<file path="src/rtl/sprite_store_arbiter_if.sv">
`default_nettype none
// ============================================================================
// Module   : sprite_store_arbiter_if
// Purpose  : Bundles the two write-requester handshakes, the data-memory
//            write port, the position registers and the error pulse shared
//            between the sprite store arbiter and its surroundings.
// Modports : slave  - the arbiter (takes requests, drives acks/outputs)
//            master - the requesters / memory side
// Revision : 1.0 - initial release
// ============================================================================
interface sprite_store_arbiter_if #(
  parameter int DATA_W = 32
);
  logic              cpu_req;
  logic [31:0]       cpu_addr;
  logic [DATA_W-1:0] cpu_wdata;
  logic              cpu_ack;
  logic              eng_req;
  logic [31:0]       eng_addr;
  logic [DATA_W-1:0] eng_wdata;
  logic              eng_ack;
  logic              mem_we;
  logic [31:0]       mem_addr;
  logic [DATA_W-1:0] mem_wdata;
  logic [DATA_W-1:0] player_pos;
  logic [DATA_W-1:0] enemy1_pos;
  logic [DATA_W-1:0] enemy2_pos;
  logic              wr_err;

  modport slave (
    input  cpu_req, cpu_addr, cpu_wdata, eng_req, eng_addr, eng_wdata,
    output cpu_ack, eng_ack, mem_we, mem_addr, mem_wdata,
           player_pos, enemy1_pos, enemy2_pos, wr_err
  );

  modport master (
    output cpu_req, cpu_addr, cpu_wdata, eng_req, eng_addr, eng_wdata,
    input  cpu_ack, eng_ack, mem_we, mem_addr, mem_wdata,
           player_pos, enemy1_pos, enemy2_pos, wr_err
  );
endinterface
`default_nettype wire

</file>
<file path="src/rtl/sprite_store_arbiter.sv">
`default_nettype none
// ============================================================================
// Module   : sprite_store_arbiter
// Purpose  : Round-robin arbiter between the CPU store port and the enemy
//            movement engine. Each granted write takes two cycles (IDLE grant,
//            WRITE commit) and is decoded into data memory, the player
//            position or one of two enemy position registers.
// Ports    : clk    - system clock, rising edge
//            rst_n  - asynchronous active-low reset
//            bus_io - slave side of sprite_store_arbiter_if (requests, acks,
//                     memory write port, position registers, wr_err)
// Revision : 1.0 - initial release
// ============================================================================
module sprite_store_arbiter #(
  parameter int MEM_LIMIT = 1024,
  parameter int DATA_W    = 32
) (
  input  wire logic               clk,
  input  wire logic               rst_n,
  sprite_store_arbiter_if.slave   bus_io
);

  typedef enum logic [0:0] {S_IDLE = 1'b0, S_WRITE = 1'b1} state_e;
  typedef enum logic [0:0] {SRC_CPU = 1'b0, SRC_ENG = 1'b1} src_e;
  // Register target latched at grant time; protection is already folded in.
  typedef enum logic [1:0] {T_NONE = 2'd0, T_PL = 2'd1, T_E1 = 2'd2, T_E2 = 2'd3} tgt_e;

  localparam logic [31:0] C_PL_LO = 32'(MEM_LIMIT);
  localparam logic [31:0] C_E1_LO = C_PL_LO + 32'd4;
  localparam logic [31:0] C_E2_LO = C_PL_LO + 32'd8;
  localparam logic [31:0] C_END   = C_PL_LO + 32'd12;

  state_e            state_q, state_d;
  src_e              last_src_q, last_src_d;
  tgt_e              tgt_q, tgt_d;
  logic [31:0]       addr_q, addr_d;
  logic [DATA_W-1:0] wdata_q, wdata_d;
  logic              cpu_ack_q, cpu_ack_d;
  logic              eng_ack_q, eng_ack_d;
  logic              mem_we_q, mem_we_d;
  logic              wr_err_q, wr_err_d;
  logic [DATA_W-1:0] player_q, player_d;
  logic [DATA_W-1:0] enemy1_q, enemy1_d;
  logic [DATA_W-1:0] enemy2_q, enemy2_d;

  logic              w_grant_cpu;
  logic [31:0]       w_sel_addr;
  logic [DATA_W-1:0] w_sel_data;
  logic              w_in_mem, w_in_pl, w_in_e1, w_in_e2;

  // On a tie the requester that did not win last time is granted.
  assign w_grant_cpu = bus_io.cpu_req & (~bus_io.eng_req | (last_src_q == SRC_ENG));
  assign w_sel_addr  = w_grant_cpu ? bus_io.cpu_addr  : bus_io.eng_addr;
  assign w_sel_data  = w_grant_cpu ? bus_io.cpu_wdata : bus_io.eng_wdata;

  // Plain unsigned compares: addresses near 2^32 never wrap into memory.
  assign w_in_mem = (w_sel_addr <  C_PL_LO);
  assign w_in_pl  = (w_sel_addr >= C_PL_LO) && (w_sel_addr < C_E1_LO);
  assign w_in_e1  = (w_sel_addr >= C_E1_LO) && (w_sel_addr < C_E2_LO);
  assign w_in_e2  = (w_sel_addr >= C_E2_LO) && (w_sel_addr < C_END);

  always_comb begin
    state_d    = state_q;
    last_src_d = last_src_q;
    tgt_d      = tgt_q;
    addr_d     = addr_q;
    wdata_d    = wdata_q;
    cpu_ack_d  = 1'b0;
    eng_ack_d  = 1'b0;
    mem_we_d   = 1'b0;
    wr_err_d   = 1'b0;
    player_d   = player_q;
    enemy1_d   = enemy1_q;
    enemy2_d   = enemy2_q;

    case (state_q)
      S_IDLE: begin
        if (bus_io.cpu_req || bus_io.eng_req) begin
          state_d    = S_WRITE;
          last_src_d = w_grant_cpu ? SRC_CPU : SRC_ENG;
          addr_d     = w_sel_addr;
          wdata_d    = w_sel_data;
          // Ack, write enable and error are registered here so that during
          // WRITE they come straight from flops, not from the req inputs.
          cpu_ack_d  = w_grant_cpu;
          eng_ack_d  = ~w_grant_cpu;
          mem_we_d   = w_in_mem;
          tgt_d      = T_NONE;
          if (w_in_pl && w_grant_cpu) tgt_d = T_PL;
          else if (w_in_e1)           tgt_d = T_E1;
          else if (w_in_e2)           tgt_d = T_E2;
          // Out of range, or engine aiming at the player register.
          wr_err_d   = ~(w_in_mem | w_in_e1 | w_in_e2 | (w_in_pl & w_grant_cpu));
        end
      end
      S_WRITE: begin
        state_d = S_IDLE;
        case (tgt_q)
          T_PL:    player_d = wdata_q;
          T_E1:    enemy1_d = wdata_q;
          T_E2:    enemy2_d = wdata_q;
          default: ;
        endcase
      end
      default: state_d = S_IDLE;
    endcase
  end

  always_ff @(posedge clk or negedge rst_n) begin
    if (!rst_n) begin
      state_q    <= S_IDLE;
      last_src_q <= SRC_ENG;
      tgt_q      <= T_NONE;
      addr_q     <= '0;
      wdata_q    <= '0;
      cpu_ack_q  <= 1'b0;
      eng_ack_q  <= 1'b0;
      mem_we_q   <= 1'b0;
      wr_err_q   <= 1'b0;
      player_q   <= '0;
      enemy1_q   <= '0;
      enemy2_q   <= '0;
    end else begin
      state_q    <= state_d;
      last_src_q <= last_src_d;
      tgt_q      <= tgt_d;
      addr_q     <= addr_d;
      wdata_q    <= wdata_d;
      cpu_ack_q  <= cpu_ack_d;
      eng_ack_q  <= eng_ack_d;
      mem_we_q   <= mem_we_d;
      wr_err_q   <= wr_err_d;
      player_q   <= player_d;
      enemy1_q   <= enemy1_d;
      enemy2_q   <= enemy2_d;
    end
  end

  assign bus_io.cpu_ack    = cpu_ack_q;
  assign bus_io.eng_ack    = eng_ack_q;
  assign bus_io.mem_we     = mem_we_q;
  assign bus_io.mem_addr   = addr_q;
  assign bus_io.mem_wdata  = wdata_q;
  assign bus_io.wr_err     = wr_err_q;
  assign bus_io.player_pos = player_q;
  assign bus_io.enemy1_pos = enemy1_q;
  assign bus_io.enemy2_pos = enemy2_q;

endmodule
`default_nettype wire

</file>
<file path="src/flat_wrapper.sv">
// flat-port wrapper written by rule: the top's interface ports become plain ports
module sprite_store_arbiter_flat 
#(
  parameter int MEM_LIMIT = 1024,
  parameter int DATA_W    = 32
)
  (clk, rst_n, bus_io_cpu_req, bus_io_cpu_addr, bus_io_cpu_wdata, bus_io_eng_req, bus_io_eng_addr, bus_io_eng_wdata, bus_io_cpu_ack, bus_io_eng_ack, bus_io_mem_we, bus_io_mem_addr, bus_io_mem_wdata, bus_io_player_pos, bus_io_enemy1_pos, bus_io_enemy2_pos, bus_io_wr_err);
  sprite_store_arbiter_if #(.DATA_W(DATA_W)) bus_io_i ();
  input  wire logic clk;
  input  wire logic rst_n;
  input wire logic [$bits(bus_io_i.cpu_req)-1:0] bus_io_cpu_req;
  input wire logic [$bits(bus_io_i.cpu_addr)-1:0] bus_io_cpu_addr;
  input wire logic [$bits(bus_io_i.cpu_wdata)-1:0] bus_io_cpu_wdata;
  input wire logic [$bits(bus_io_i.eng_req)-1:0] bus_io_eng_req;
  input wire logic [$bits(bus_io_i.eng_addr)-1:0] bus_io_eng_addr;
  input wire logic [$bits(bus_io_i.eng_wdata)-1:0] bus_io_eng_wdata;
  output wire logic [$bits(bus_io_i.cpu_ack)-1:0] bus_io_cpu_ack;
  output wire logic [$bits(bus_io_i.eng_ack)-1:0] bus_io_eng_ack;
  output wire logic [$bits(bus_io_i.mem_we)-1:0] bus_io_mem_we;
  output wire logic [$bits(bus_io_i.mem_addr)-1:0] bus_io_mem_addr;
  output wire logic [$bits(bus_io_i.mem_wdata)-1:0] bus_io_mem_wdata;
  output wire logic [$bits(bus_io_i.player_pos)-1:0] bus_io_player_pos;
  output wire logic [$bits(bus_io_i.enemy1_pos)-1:0] bus_io_enemy1_pos;
  output wire logic [$bits(bus_io_i.enemy2_pos)-1:0] bus_io_enemy2_pos;
  output wire logic [$bits(bus_io_i.wr_err)-1:0] bus_io_wr_err;
  assign bus_io_i.cpu_req = bus_io_cpu_req;
  assign bus_io_i.cpu_addr = bus_io_cpu_addr;
  assign bus_io_i.cpu_wdata = bus_io_cpu_wdata;
  assign bus_io_i.eng_req = bus_io_eng_req;
  assign bus_io_i.eng_addr = bus_io_eng_addr;
  assign bus_io_i.eng_wdata = bus_io_eng_wdata;
  assign bus_io_cpu_ack = bus_io_i.cpu_ack;
  assign bus_io_eng_ack = bus_io_i.eng_ack;
  assign bus_io_mem_we = bus_io_i.mem_we;
  assign bus_io_mem_addr = bus_io_i.mem_addr;
  assign bus_io_mem_wdata = bus_io_i.mem_wdata;
  assign bus_io_player_pos = bus_io_i.player_pos;
  assign bus_io_enemy1_pos = bus_io_i.enemy1_pos;
  assign bus_io_enemy2_pos = bus_io_i.enemy2_pos;
  assign bus_io_wr_err = bus_io_i.wr_err;
  sprite_store_arbiter #(.MEM_LIMIT(MEM_LIMIT), .DATA_W(DATA_W)) u_core (.clk(clk), .rst_n(rst_n), .bus_io(bus_io_i));
endmodule
</file>
<file path="config.mk">
export PLATFORM = sky130hd
export DESIGN_NAME = sprite_store_arbiter_flat
export DESIGN_NICKNAME = d
export VERILOG_FILES = /design/src/rtl/sprite_store_arbiter_if.sv /design/src/rtl/sprite_store_arbiter.sv /design/src/flat_wrapper.sv
export SDC_FILE = /design/constraint.sdc
export NUM_CORES = 1
export LEC_CHECK = 0
export ABC_AREA = 1
export BUFFER_PORTS_ARGS = -buffer_cell sky130_fd_sc_hd__buf_2
export CORE_MARGIN = 8
export CORE_UTILIZATION = 30
export CTS_CLUSTER_SIZE = 28
export DETAILED_ROUTE_END_ITERATION = 16
export GPL_TIMING_DRIVEN = 0
export PLACE_DENSITY_LB_ADDON = 0.05
export SLEW_MARGIN = 20
export SYNTH_ARGS = -nofsm -noshare
export SYNTH_HDL_FRONTEND = slang
export SYNTH_SLANG_ARGS = --single-unit
</file>
<file path="constraint.sdc">
create_clock -name clk -period 2.5 [get_ports clk]
set_input_delay 0.625 -clock clk [delete_from_list [all_inputs] [get_ports clk]]
set_output_delay 0.625 -clock clk [all_outputs]
set_load 0.03 [all_outputs]
</file>
==> run_results.csv <==
group,metric,value,unit
route,top_layer_used,"met5",
sta,fmax,0.506,GHz
sta,setup_viol,0,
route,vias_per_cell,4.56,
logic_synthesis,avgSynthCellArea,9.00,um^2
hold_path,hold_class,"input pin to asynchronous set/reset pin",
critical_path,critPathLaunch,"u_core.last_src_q",
place,place_area,9000,um^2
place,place_hpwl,19700,um
grt,grt_usage,18.1,%
route,routed_wl,26100,um
grt,grt.overflow.total,0,
route,vias,6532,
logic_synthesis,seq_area_frac_synth,59.5,%
floorplanning,ios,296,
final_layout,final_common_cell,"buf_2",
floorplanning,start_util,30.4,%
final_layout,drive_gt1_share,33.4,%
route,drtAntennaViolNets,0,
route,wl_per_cell,18.2,um
clock_tree,clock_sinks,168,
route,drc_errors,0,
floorplanning,die_y,169,um
route,dr.pass1.iters,5,
clock_tree,cts_tree,"yes",
grt,antenna_found_initial,4,
place,gp_congestion,0.777,
grt,grt_max_degree,70,
clock_tree,clock_path_buffers,2,
clock_tree,worstSkewPairLatency,0.43,ns
sta,relSlewSlack,57.9,%
sta,fin_ws,0.523,ns
final_layout,final_cell_mix,"buf_2 (303), nand2_1 (190), dfrtp_1 (167)",
floorplanning,die_area,28700,um^2
grt,grt_pass1_vias,6766,
clock_tree,cts_made_buffers,17,
final_layout,nets,1233,
logic_synthesis,synthesis.nets,917,
floorplanning,row_count,56,
sta,finalHoldViolCount,0,
critical_path,cp_data_required_time,2.82,ns
critical_path,rr_startpoint,"u_core.last_src_q",
clock_tree,post_cts_buffers,0,
sta,slew_violations,0,
run,cap_viol_max_count,0,
grt,grt_pass1_wl,40000,um
clock_tree,h-tree-depth,4,
logic_synthesis,synthCells,785,
critical_path,crit_type,"flip-flop to flip-flop",
pwr,p_per_area,763,nW/um^2
final_layout,area_delta_synth_final,35.5,%
place,pre_cts_ws,0.0536,ns
logic_synthesis,yosysWarnings,0,
critical_path,cp-end-kind,"flip-flop",
clock_tree,ctsHoldBuffers,0,
pwr,p_leak,5.06,nW
critical_path,arrival,2.29,ns
sta,fin_crit_sh,79.1,%
sta,period_minus_slack,1.98,ns
logic_synthesis,ys_ff_latch,168,
place,io_buffers,295,
final_layout,utilization,41.1,%
logic_synthesis,synth_area,7060,um^2
logic_synthesis,netlist-cell-type-count,24,
clock_tree,path_clk_slew,0.07,ns
pwr,vdd_ir_drop_max,0.342,mV
critical_path,worst-path-max-fanout,10,
outcome,status,"completed",
sta,grt_setup_unrepaired,"false",
route,wl_met1,11400,um
floorplanning,chipWidth,169,um
sta,clock-skew-final,0.0177,ns
sta,worst_pin_slew,0.631,ns
route,wl_met3,1920,um
route,drt_iter0_drc,379,
floorplanning,core,23300,um^2
clock_tree,postCtsResizedCells,0,
critical_path,startpoint_type,"flip-flop",
final_layout,final_area,9570,um^2
clock_tree,root_buffer,"clkbuf_16",
route,dr_wl_met2,12400,um
synth_stat cells, drive strengths merged:
cell    count  share of area, %
nand2     198                11
dfrtp     167                59
o21ai     149                11
nor2       82               4.7
inv        55               2.9
o22ai      32               2.8
clkbuf     29               1.5
nand3      28               2.8
a31oi      22               1.9
buf        20               2.1
nand4       2              0.18
dfstp       1              0.37
registers in the layout, summed over array words and instances (netlist names):
signal / flops
u_core.bus_io.cpu_ack: 1
u_core.bus_io.enemy1_pos: 32
u_core.state_q: 1
u_core.last_src_q: 1
u_core.bus_io.mem_we: 1
u_core.tgt_q: 2
u_core.bus_io.player_pos: 32
u_core.bus_io.wr_err: 1
u_core.bus_io.mem_wdata: 32
u_core.bus_io.enemy2_pos: 32
u_core.bus_io.eng_ack: 1
u_core.bus_io.mem_addr: 32
where the power goes:
part | internal [mW] | switching, mW | total, mW | leakage, nW
registers | 2.95 | 0.120 | 3.07 | 2.20
clock network | 1.32 | 1.21 | 2.54 | 0.273
logic | 0.481 | 1.21 | 1.69 | 2.59
total | 4.76 | 2.54 | 7.30 | 5.06
stage by stage:
step / hold slack (ns) / power, mW / TNS (ns) / instances
global route: 0.0465 / 7.68 / 0 / 1434
detailed placement: 0.468 / 4.85 / 0 / 1401
finish: 0.0493 / 7.30 / 0 / 1434
global placement: 0.462 / 4.84 / -353.30 / 1399
floorplan: 0.329 / 4.15 / 0 / 785
CTS: 0.0362 / 7.43 / 0 / 1433
cell type report:
class / count / area (um^2)
Antenna cell: 1 / 2.50
Buffer: 49 / 256
Clock buffer: 19 / 433
Clock inverter: 13 / 130
Fill cell: 2501 / 13700
Inverter: 55 / 206
Multi-Input combinational cell: 513 / 2390
Sequential cell: 168 / 4210
Tap cell: 319 / 399
Timing Repair Buffer: 297 / 1540
path summary, 6_finish.rpt:
| kind | slack (ns) | cells past startpoint | to |
|---|---|---|---|
| worst max-delay path | 0.52 | 14 | u_core.bus_io.wr_err |
| worst min-delay path | 0.05 | 1 | u_core.bus_io.player_pos[5] |
| worst max register to register | 0.52 | 14 | u_core.bus_io.wr_err |
| worst min register to register | 0.48 | 2 | u_core.bus_io.enemy2_pos[21] |
| max in group asynchronous | 1.43 | 3 | u_core.bus_io.enemy2_pos[30] |
| min in group clk | 0.45 | 3 | u_core.bus_io.mem_addr[0] |
cells by family after synthesis:
group | Yosys count | synth area share (%)
compound gates | 203 | 15.3
buf+inv | 104 | 6.55
flops | 168 | 59.5
simple gates | 310 | 18.6
worst max-delay path, cell delays in order, from the launching register on:
cell and delay, ns:
dfstp_2 0.53, inv_2 0.04, nand2_2 0.08, nand2_4 0.07, buf_2 0.20, nand2_1 0.10
nand2_1 0.06, nor2_1 0.09, nand2_1 0.07, nor2_2 0.17, nand2_2 0.10, nor2_4 0.13
nand3_1 0.08, o21ai_1 0.12, nor2_1 0.05
routing by layer:
layer | track usage (%) | up-vias
li1 | - | 3220
met1 | 22.9 | 3072
met2 | 29.6 | 214
met3 | 5.68 | 20
met4 | 4.66 | 6
met5 | 0 | -
No activity file was read; power rests on OpenSTA's default activity.
